$ cat config.mk
export PLATFORM = sky130hd
export DESIGN_NAME = sonic_echo_emulator
export DESIGN_NICKNAME = d
export VERILOG_FILES = /design/src/rtl/sonic_echo_emulator.sv
export SDC_FILE = /design/constraint.sdc
export NUM_CORES = 1
export LEC_CHECK = 0
export ABC_AREA = 1
export CAP_MARGIN = 20
export CORE_MARGIN = 2
export CORE_UTILIZATION = 45
export CTS_CLUSTER_SIZE = 20
export DETAILED_ROUTE_END_ITERATION = 6
export SKIP_CTS_REPAIR_TIMING = 1
export SLEW_MARGIN = 25
export SYNTH_ARGS = -nofsm -noshare
export SYNTH_HDL_FRONTEND = slang
export SYNTH_SLANG_ARGS = --single-unit
$ cat constraint.sdc
create_clock -name av_mm_clk -period 4.3 [get_ports av_mm_clk]
set_input_delay 0.86 -clock av_mm_clk [delete_from_list [all_inputs] [get_ports av_mm_clk]]
set_output_delay 0.86 -clock av_mm_clk [all_outputs]
set_load 0.01 [all_outputs]
$ cat src/rtl/sonic_echo_emulator.sv
// HC-SR04 style echo responder: validates trigger width, waits a fixed delay, then drives a programmable echo pulse.
// Optional echo-length jitter is enabled by defining SONIC_EMU_JITTER_EN.
module sonic_echo_emulator #(
    parameter int unsigned TRIG_MIN   = 500,
    parameter int unsigned RESP_DELAY = 2000,
    parameter int unsigned CNT_W      = 22
) (
    input  logic        av_mm_clk,
    input  logic        av_mm_rst,
    input  logic        av_mm_cs,
    input  logic        av_mm_read,
    input  logic        av_mm_write,
    input  logic [1:0]  av_mm_address,
    input  logic [31:0] av_mm_writedata,
    output logic [31:0] av_mm_readdata,
    input  logic        sonic_trigger,
    output logic        sonic_echo
);

    typedef enum logic [1:0] {
        IDLE  = 2'd0,
        TRIG  = 2'd1,
        DELAY = 2'd2,
        ECHO  = 2'd3
    } state_e;

    localparam logic [CNT_W-1:0] TRIG_MIN_C   = CNT_W'(TRIG_MIN);
    localparam logic [CNT_W-1:0] RESP_DELAY_C = CNT_W'(RESP_DELAY);
    localparam logic [CNT_W-1:0] ONE_C        = CNT_W'(1);

    state_e             state_q, state_d;
    logic [2:0]         trig_sync_q, trig_sync_d;
    logic [CNT_W-1:0]   echo_len_q, echo_len_d;
    logic               enable_q, enable_d;
    logic               clr_q, clr_d;
    logic [7:0]         reject_q, reject_d;
    logic [7:0]         echo_cnt_q, echo_cnt_d;
    logic [CNT_W-1:0]   last_width_q, last_width_d;
    logic [CNT_W-1:0]   width_q, width_d;
    logic [CNT_W-1:0]   dly_q, dly_d;
    logic [CNT_W-1:0]   wrk_q, wrk_d;
    logic               echo_q, echo_d;
    logic [31:0]        rdata_q, rdata_d;

    logic               rise, fall, wr, rd, busy;
    logic [2:0]         jitter_add;
    logic [2:0]         status_jit;
    logic               unused_wdata;

`ifdef SONIC_EMU_JITTER_EN
    logic [15:0]        lfsr_q, lfsr_d;
    logic [2:0]         jit_q, jit_d;
    logic               lfsr_fb;

    assign lfsr_fb    = lfsr_q[15] ^ lfsr_q[13] ^ lfsr_q[12] ^ lfsr_q[10];
    assign jitter_add = lfsr_q[2:0];
    assign status_jit = jit_q;
`else
    assign jitter_add = '0;
    assign status_jit = '0;
`endif

    assign unused_wdata = ^av_mm_writedata;

    // Edge detect compares the 2nd sync flop with a 3rd delay flop
    assign rise = trig_sync_q[1] & ~trig_sync_q[2];
    assign fall = ~trig_sync_q[1] & trig_sync_q[2];
    assign wr   = av_mm_cs & av_mm_write;
    assign rd   = av_mm_cs & av_mm_read;
    assign busy = (state_q != IDLE);

    always_comb begin
        state_d      = state_q;
        trig_sync_d  = {trig_sync_q[1:0], sonic_trigger};
        echo_len_d   = echo_len_q;
        enable_d     = enable_q;
        clr_d        = 1'b0;
        reject_d     = reject_q;
        echo_cnt_d   = echo_cnt_q;
        last_width_d = last_width_q;
        width_d      = width_q;
        dly_d        = dly_q;
        wrk_d        = wrk_q;
        echo_d       = echo_q;
        rdata_d      = rdata_q;
`ifdef SONIC_EMU_JITTER_EN
        lfsr_d       = lfsr_q;
        jit_d        = jit_q;
`endif

        if (wr) begin
            case (av_mm_address)
                2'd0: echo_len_d = av_mm_writedata[CNT_W-1:0];
                2'd1: begin
                    enable_d = av_mm_writedata[0];
                    clr_d    = av_mm_writedata[1];
                end
                default: ;
            endcase
        end

        if (rd) begin
            case (av_mm_address)
                2'd0:    rdata_d = 32'(echo_len_q);
                2'd1:    rdata_d = {31'd0, enable_q};
                2'd2:    rdata_d = {5'd0, status_jit, reject_q, echo_cnt_q, 7'd0, busy};
                default: rdata_d = 32'(last_width_q);
            endcase
        end

        case (state_q)
            IDLE: begin
                echo_d = 1'b0;
                if (rise && enable_q) begin
                    state_d = TRIG;
                    width_d = ONE_C;
                end
            end
            TRIG: begin
                if (!enable_q) begin
                    state_d = IDLE;
                end else if (fall) begin
                    last_width_d = width_q;
                    if ((width_q >= TRIG_MIN_C) && (echo_len_q != '0)) begin
                        state_d = DELAY;
                        dly_d   = RESP_DELAY_C;
                        wrk_d   = echo_len_q + CNT_W'(jitter_add);
`ifdef SONIC_EMU_JITTER_EN
                        lfsr_d  = {lfsr_q[14:0], lfsr_fb};
                        jit_d   = lfsr_q[2:0];
`endif
                    end else begin
                        state_d = IDLE;
                        if (reject_q != 8'hFF) reject_d = reject_q + 8'd1;
                    end
                end else if (width_q != '1) begin
                    width_d = width_q + ONE_C;
                end
            end
            DELAY: begin
                if (!enable_q) begin
                    state_d = IDLE;
                end else if (dly_q == ONE_C) begin
                    state_d = ECHO;
                    echo_d  = 1'b1;
                end else begin
                    dly_d = dly_q - ONE_C;
                end
            end
            ECHO: begin
                if (!enable_q) begin
                    state_d = IDLE;
                    echo_d  = 1'b0;
                end else if (wrk_q == ONE_C) begin
                    state_d = IDLE;
                    echo_d  = 1'b0;
                    if (echo_cnt_q != 8'hFF) echo_cnt_d = echo_cnt_q + 8'd1;
                end else begin
                    wrk_d = wrk_q - ONE_C;
                end
            end
            default: state_d = IDLE;
        endcase

        // Registered clear pulse overrides any increment landing on the same edge
        if (clr_q) begin
            reject_d   = '0;
            echo_cnt_d = '0;
        end
    end

    always_ff @(posedge av_mm_clk or negedge av_mm_rst) begin
        if (!av_mm_rst) begin
            state_q      <= IDLE;
            trig_sync_q  <= '0;
            echo_len_q   <= '0;
            enable_q     <= 1'b0;
            clr_q        <= 1'b0;
            reject_q     <= '0;
            echo_cnt_q   <= '0;
            last_width_q <= '0;
            width_q      <= '0;
            dly_q        <= '0;
            wrk_q        <= '0;
            echo_q       <= 1'b0;
            rdata_q      <= '0;
`ifdef SONIC_EMU_JITTER_EN
            lfsr_q       <= 16'hACE1;
            jit_q        <= '0;
`endif
        end else begin
            state_q      <= state_d;
            trig_sync_q  <= trig_sync_d;
            echo_len_q   <= echo_len_d;
            enable_q     <= enable_d;
            clr_q        <= clr_d;
            reject_q     <= reject_d;
            echo_cnt_q   <= echo_cnt_d;
            last_width_q <= last_width_d;
            width_q      <= width_d;
            dly_q        <= dly_d;
            wrk_q        <= wrk_d;
            echo_q       <= echo_d;
            rdata_q      <= rdata_d;
`ifdef SONIC_EMU_JITTER_EN
            lfsr_q       <= lfsr_d;
            jit_q        <= jit_d;
`endif
        end
    end

    assign sonic_echo     = echo_q;
    assign av_mm_readdata = rdata_q;

endmodule

==> results.toml, run 1 <==
[power]
finalPower_mw = 5.05
power.density_nw_per_um2 = 486
power_frac_clock = 0.322
p_switching_mw = 1.90
swShare = 0.375
combPwrFrac = 0.277
p_int_mw = 3.16
leakage_nw = 4.80
vdd_ir_drop_max_v = 0.000293
pwr-share-seq = 0.401

[place]
gp_congestion = 0.894
place_ws_ns = 1.40
dpl_cell_area_um2 = 9770
hpwl_um = 17100
dp.cells = 1528
port_buffers = 54

[floorplan]
core_um2 = 19600
ioPinCount = 73
num_rows = 51
die_area_um2 = 21200
die_x_um = 146
fp.dieH_um = 146
start_util = 0.461

[cells_and_area]
fin_nets = 1334
postLayoutCoreUtil = 0.531
regArea_um2 = 3950
drive_above_1_share = 0.0757
multiInputGateArea_um2 = 4440
area_delta_synth_final_pct = 15.0
instances_no_fill = 1560
nFillCells = 1948
final_common_cell = "nand2_1"
diodes = 0
layout.cells.most_common_list = "nand2_1, nor2_1, dfrtp_1, inv_1, nand3_1"
finalInstanceArea_um2 = 10400

[sta]
worstMarginPinSlew_ns = 0.988
whs_ns = 0.361
fin_ws_ns = 1.73
fin_worst_skew_ns = 0.0119
grt_setup_unrepaired = "no"
tns_ns = 0
max-slew-margin-rel = 0.340
max_freq_mhz = 389
slew_viol_final = 0
setup_viol = 0
fin_crit_sh = 0.598
min_period_ns = 2.57
hold_viol = 0

[clock_tree]
cts.clk_slew.worst_paths_ns = 0.07
clock_latency_ns = 0.44
cts_tree = "done"
cts.sinks = 158
clockRootBuffer = "clkbuf_16"
htreeDepth = 4
cts_made_buffers = 17
cts_max_path_buffers = 2

[grt]
met2_usage = 0.360
grt_max_degree = 81
gr-usage-met1 = 0.333
antenna_found_initial = 0
overflow = 0
grt-busiest-layer = "met2"
grt_pass1_wl_um = 39500
met3_usage = 0.0382
grt_use_total = 0.232
grt_pass1_vias = 7556

[critical_path]
crit_required_ns = 4.61
worstReg2RegStart = "state_q[1]$_DFFE_PN0P_"
crit_top_cell = "inv_2"
worstSetupStartpoint = "state_q[1]$_DFFE_PN0P_"
path_cells = "inv_1 -> ha_1 -> buf_4 -> inv_2 -> nor3_1 -> nand4_4 -> nand2_2 -> inv_2 -> nand2_1 -> o21ai_1"
crit_path_top_delay_cell = "dfrtp_1"
end_kind = "register"
cp_max_fo = 21
cp.arrival_ns = 2.89
max_stage_delay_ns = 0.42
cp-start-kind = "register"
worstSetupPathType = "register to register"

[synthesis]
synth.ff_latch_count = 158
ys_types = 40
yosysSeqAreaShare = 0.437
synth_edf_count = 0
synth.avg_cell_area_um2 = 7.29
async_flop_share = 1.00
postSynthCellCount = 1240
yosysWarningCount = 0
synth_flop_cell = "dfrtp_1"
syn_area_um2 = 9040

[status]
outcome = "completed"

[worst_hold_path]
min_from = "trig_sync_q[0]$_DFF_PN0_"
hold_path.class = "register to register"

[routing]
antenna_left = 0
routed_via_density = 5.15
detail_route.iter0.violations = 594
vias = 8041
drc_errors = 0
wirelength_um = 23800
first_pass_iters = 7
wire_per_inst_um = 15.2

[job]
maxCapViolCount = 0
[registers in the layout, indices dropped and copies added, names as in the netlist]
name and flops:
last_width_q 22, trig_sync_q 3, clr_q 1, sonic_echo 1, state_q 2, echo_len_q 22
enable_q 1, echo_cnt_q 8, dly_q 22, wrk_q 22, width_q 22, av_mm_readdata 24
reject_q 8
[synth_stat cells, types with 6 or more instances]
master,count,area share
nor3_1,14,0.0078
a31oi_1,9,0.0062
clkbuf_1,23,0.0096
buf_4,12,0.010
a221oi_1,11,0.011
xnor2_1,8,0.0078
nand4_1,19,0.013
inv_1,102,0.042
xor2_1,17,0.016
o21ai_0,68,0.038
inv_2,8,0.0033
dfrtp_1,158,0.44
nor2_1,174,0.072
ha_1,12,0.017
o22ai_1,9,0.0062
nand2_2,6,0.0042
nand3_1,87,0.048
buf_2,6,0.0033
or2_2,8,0.0055
a21oi_1,14,0.0078
mux2_2,17,0.021
nand2_1,395,0.16
o21ai_1,28,0.016
[layer usage]
metal  wire length (µm)  up-vias  share of wire
li1                   -     4059              -
met1              11400     3769           0.48
met2              10800      185           0.45
met3               1200       28          0.051
met4                461        0          0.019
met5                  0        -              0
[path summary, 6_finish.rpt]
kind                                       endpoint  slack, ns  cells past startpoint
setup / recovery            width_q[15]$_DFFE_PN0P_       1.73                     10
hold / removal             trig_sync_q[1]$_DFF_PN0_       0.36                      0
setup reg to reg            width_q[15]$_DFFE_PN0P_       1.73                     10
hold reg to reg            trig_sync_q[1]$_DFF_PN0_       0.36                      0
max in group asynchronous   width_q[20]$_DFFE_PN0P_       2.93                      2
min in group asynchronous      dly_q[3]$_DFFE_PN0P_       0.45                      1
[worst max-delay path, delay by kind of cell (launching register included)]
family                     cells  cell delay, ns
and+or+nand+nor                4            1.01
buffers and inverters          4            0.79
DFF                            1            0.42
adders and majority gates      1            0.14
AOI/OAI and AO/OA              1            0.07
[power by group through the flow]
| stage | Combinational, mW | Clock (mW) | Sequential (mW) |
|---|---|---|---|
| after global routing | 1.60 | 1.72 | 2.07 |
| after floorplan | 1.05 | 0 | 1.95 |
| final | 1.40 | 1.63 | 2.03 |
| after CTS | 1.40 | 1.65 | 2.02 |
| after detailed placement | 1.39 | 0 | 2.05 |
| after global placement | 1.37 | 0 | 2.05 |
[area by class of cell]
cell class,instances,area share
tap,265,0.0319
sequential,158,0.380
clock buffer,17,0.0409
timing repair buffer,64,0.0605
inverter,110,0.0397
multi-input combinational,931,0.427
clock inverter,15,0.0194
[kinds of logic after synthesis]
logic type               synth area share
AND/OR/NAND/NOR                     0.333
XOR/XNOR                           0.0242
flip-flops                          0.437
other                            0.000415
adder cells (fa/ha/maj)            0.0166
buffers and inverters              0.0739
multiplexers                       0.0212
AO/OA/AOI/OAI                      0.0930
Power figures use the tool's default switching activity.
==> run 2: changes to the inputs <==
==> constraint.sdc (replaced) <==
create_clock -name av_mm_clk -period 2.5 [get_ports av_mm_clk]
set_input_delay 0.5 -clock av_mm_clk [delete_from_list [all_inputs] [get_ports av_mm_clk]]
set_output_delay 0.5 -clock av_mm_clk [all_outputs]
set_load 0.01 [all_outputs]
==> run 2 against run 1 <==
The flow now finishes with violations (design-rule violations). First-iteration DRC count is 5.1% higher. Register-to-register slack worse by 1.3 ns. Routed wire length rose by 0.44%. Sequential share of layout area is 0.28 points lower. Non-clock buffer count grew 12. Clock power is 58% higher. Largest power group unchanged.
==> results.toml, run 2 (same netlist as run 1, synthesis figures left out) <==
[routing]
wire_per_inst_um = 15.2
antenna_left = 0
routed_via_density = 5.11
wirelength_um = 23900
drc_errors = 2
vias = 8038
detail_route.iter0.violations = 624
first_pass_iters = 7

[critical_path]
reg2reg_slack_ns = 0.42
worstSetupStartpoint = "wrk_q[8]$_DFFE_PN0P_"
cp.arrival_ns = 2.44
max_stage_delay_ns = 0.43
worst-path-buf-inv = 0
worstReg2RegStart = "wrk_q[8]$_DFFE_PN0P_"
cp_max_fo = 22
end_kind = "register"
crit_top_cell = "nand2_1"
crit_required_ns = 2.86
path_cells = "nor2_1 -> nand2_1 -> nor2_2 -> nand3_1 -> nand2_1 -> nand2_2 -> nand3_2 -> nand2_1 -> nand2_1"
crit_path_top_delay_cell = "dfrtp_1"
cp-start-kind = "register"
cp_top_family = "simple AND/OR/NAND/NOR gates"
worstSetupPathType = "register to register"

[floorplan]
die_area_um2 = 21200
ioPinCount = 73
num_rows = 51
die_x_um = 146
fp.dieH_um = 146
start_util = 0.461
core_um2 = 19600

[clock_tree]
cts_made_buffers = 17
cts_tree = "done"
cts.sinks = 158
clockRootBuffer = "clkbuf_16"
clock_latency_ns = 0.43
cts_max_path_buffers = 2
cts.clk_slew.worst_paths_ns = 0.07
htreeDepth = 4

[job]
maxCapViolCount = 0

[power]
leakage_nw = 4.84
vdd_ir_drop_max_v = 0.000486
power.density_nw_per_um2 = 813

[grt]
grt-busiest-layer = "met2"
antenna_found_initial = 0
grt_pass1_wl_um = 39600
grt_pass1_vias = 7486
overflow = 0
grt_max_degree = 59
gr-usage-met1 = 0.337
met3_usage = 0.0442
grt_use_total = 0.232
met2_usage = 0.356

[sta]
grt_setup_unrepaired = "no"
max_freq_mhz = 480
fin_crit_sh = 0.833
tns_ns = 0
slew_viol_final = 0
fin_worst_skew_ns = 0.0150
worstMarginPinSlew_ns = 0.629
max-slew-margin-rel = 0.580
setup_viol = 0
fin_ws_ns = 0.418
min_period_ns = 2.08
hold_viol = 0

[cells_and_area]
finalInstanceArea_um2 = 10500
final_common_cell = "nand2_1"
largest_reg_flops = 24
drive_above_1_share = 0.0826
diodes = 0
layout.cells.most_common_list = "nand2_1, nor2_1, dfrtp_1, inv_1, nand3_1"
area_delta_synth_final_pct = 15.9
fin_nets = 1346

[status]
violations = "design-rule violations"
outcome = "complete, but fails checks"

[place]
hpwl_um = 17500
port_buffers = 54
gp_congestion = 0.916
place_ws_ns = 0.443
dpl_cell_area_um2 = 9890

[worst_hold_path]
hold_path.class = "register to register"
min_from = "trig_sync_q[0]$_DFF_PN0_"
## run 2: power breakdown
group          total [mW]  internal [mW]  switching (mW)
Sequential           3.49           2.97           0.523
Clock                2.58           1.42            1.16
Combinational        2.45          0.895            1.55
## run 2: per-stage QoR
step / cells / total power [mW] / util / hold slack [ns]
4_1_cts: 1571 / 8.57 / 0.534 / -0.0800
2_1_floorplan: 1247 / 5.17 / - / 0.204
3_3_place_gp: 1539 / 5.92 / 0.505 / 0.350
6_report: 1572 / 8.51 / 0.535 / 0.352
3_5_place_dp: 1539 / 5.97 / 0.505 / 0.340
5_1_grt: 1572 / 9.10 / 0.535 / 0.376
## run 2: metal layers
metal	vias to the layer above	wire length (µm)
met5	-	0
met4	0	389
met3	26	984
met2	165	10900
met1	3770	11700
li1	4077	-
## run 2: path summary, 6_finish.rpt
| path | depth (start not counted) | to |
|---|---|---|
| setup / recovery | 9 | wrk_q[6]$_DFFE_PN0P_ |
| max in group asynchronous | 3 | width_q[8]$_DFFE_PN0P_ |
| setup reg to reg | 9 | wrk_q[6]$_DFFE_PN0P_ |
| min in group asynchronous | 2 | dly_q[5]$_DFFE_PN0P_ |
| hold / removal | 0 | trig_sync_q[1]$_DFF_PN0_ |
| hold reg to reg | 0 | trig_sync_q[1]$_DFF_PN0_ |
## run 2: area by class of cell
type,instances,area (µm²)
inverter,110,413
tap,265,332
fill,1916,9120
clock inverter,13,130
timing repair buffer,76,759
clock buffer,19,443
multi-input combinational,931,4440
sequential,158,3950
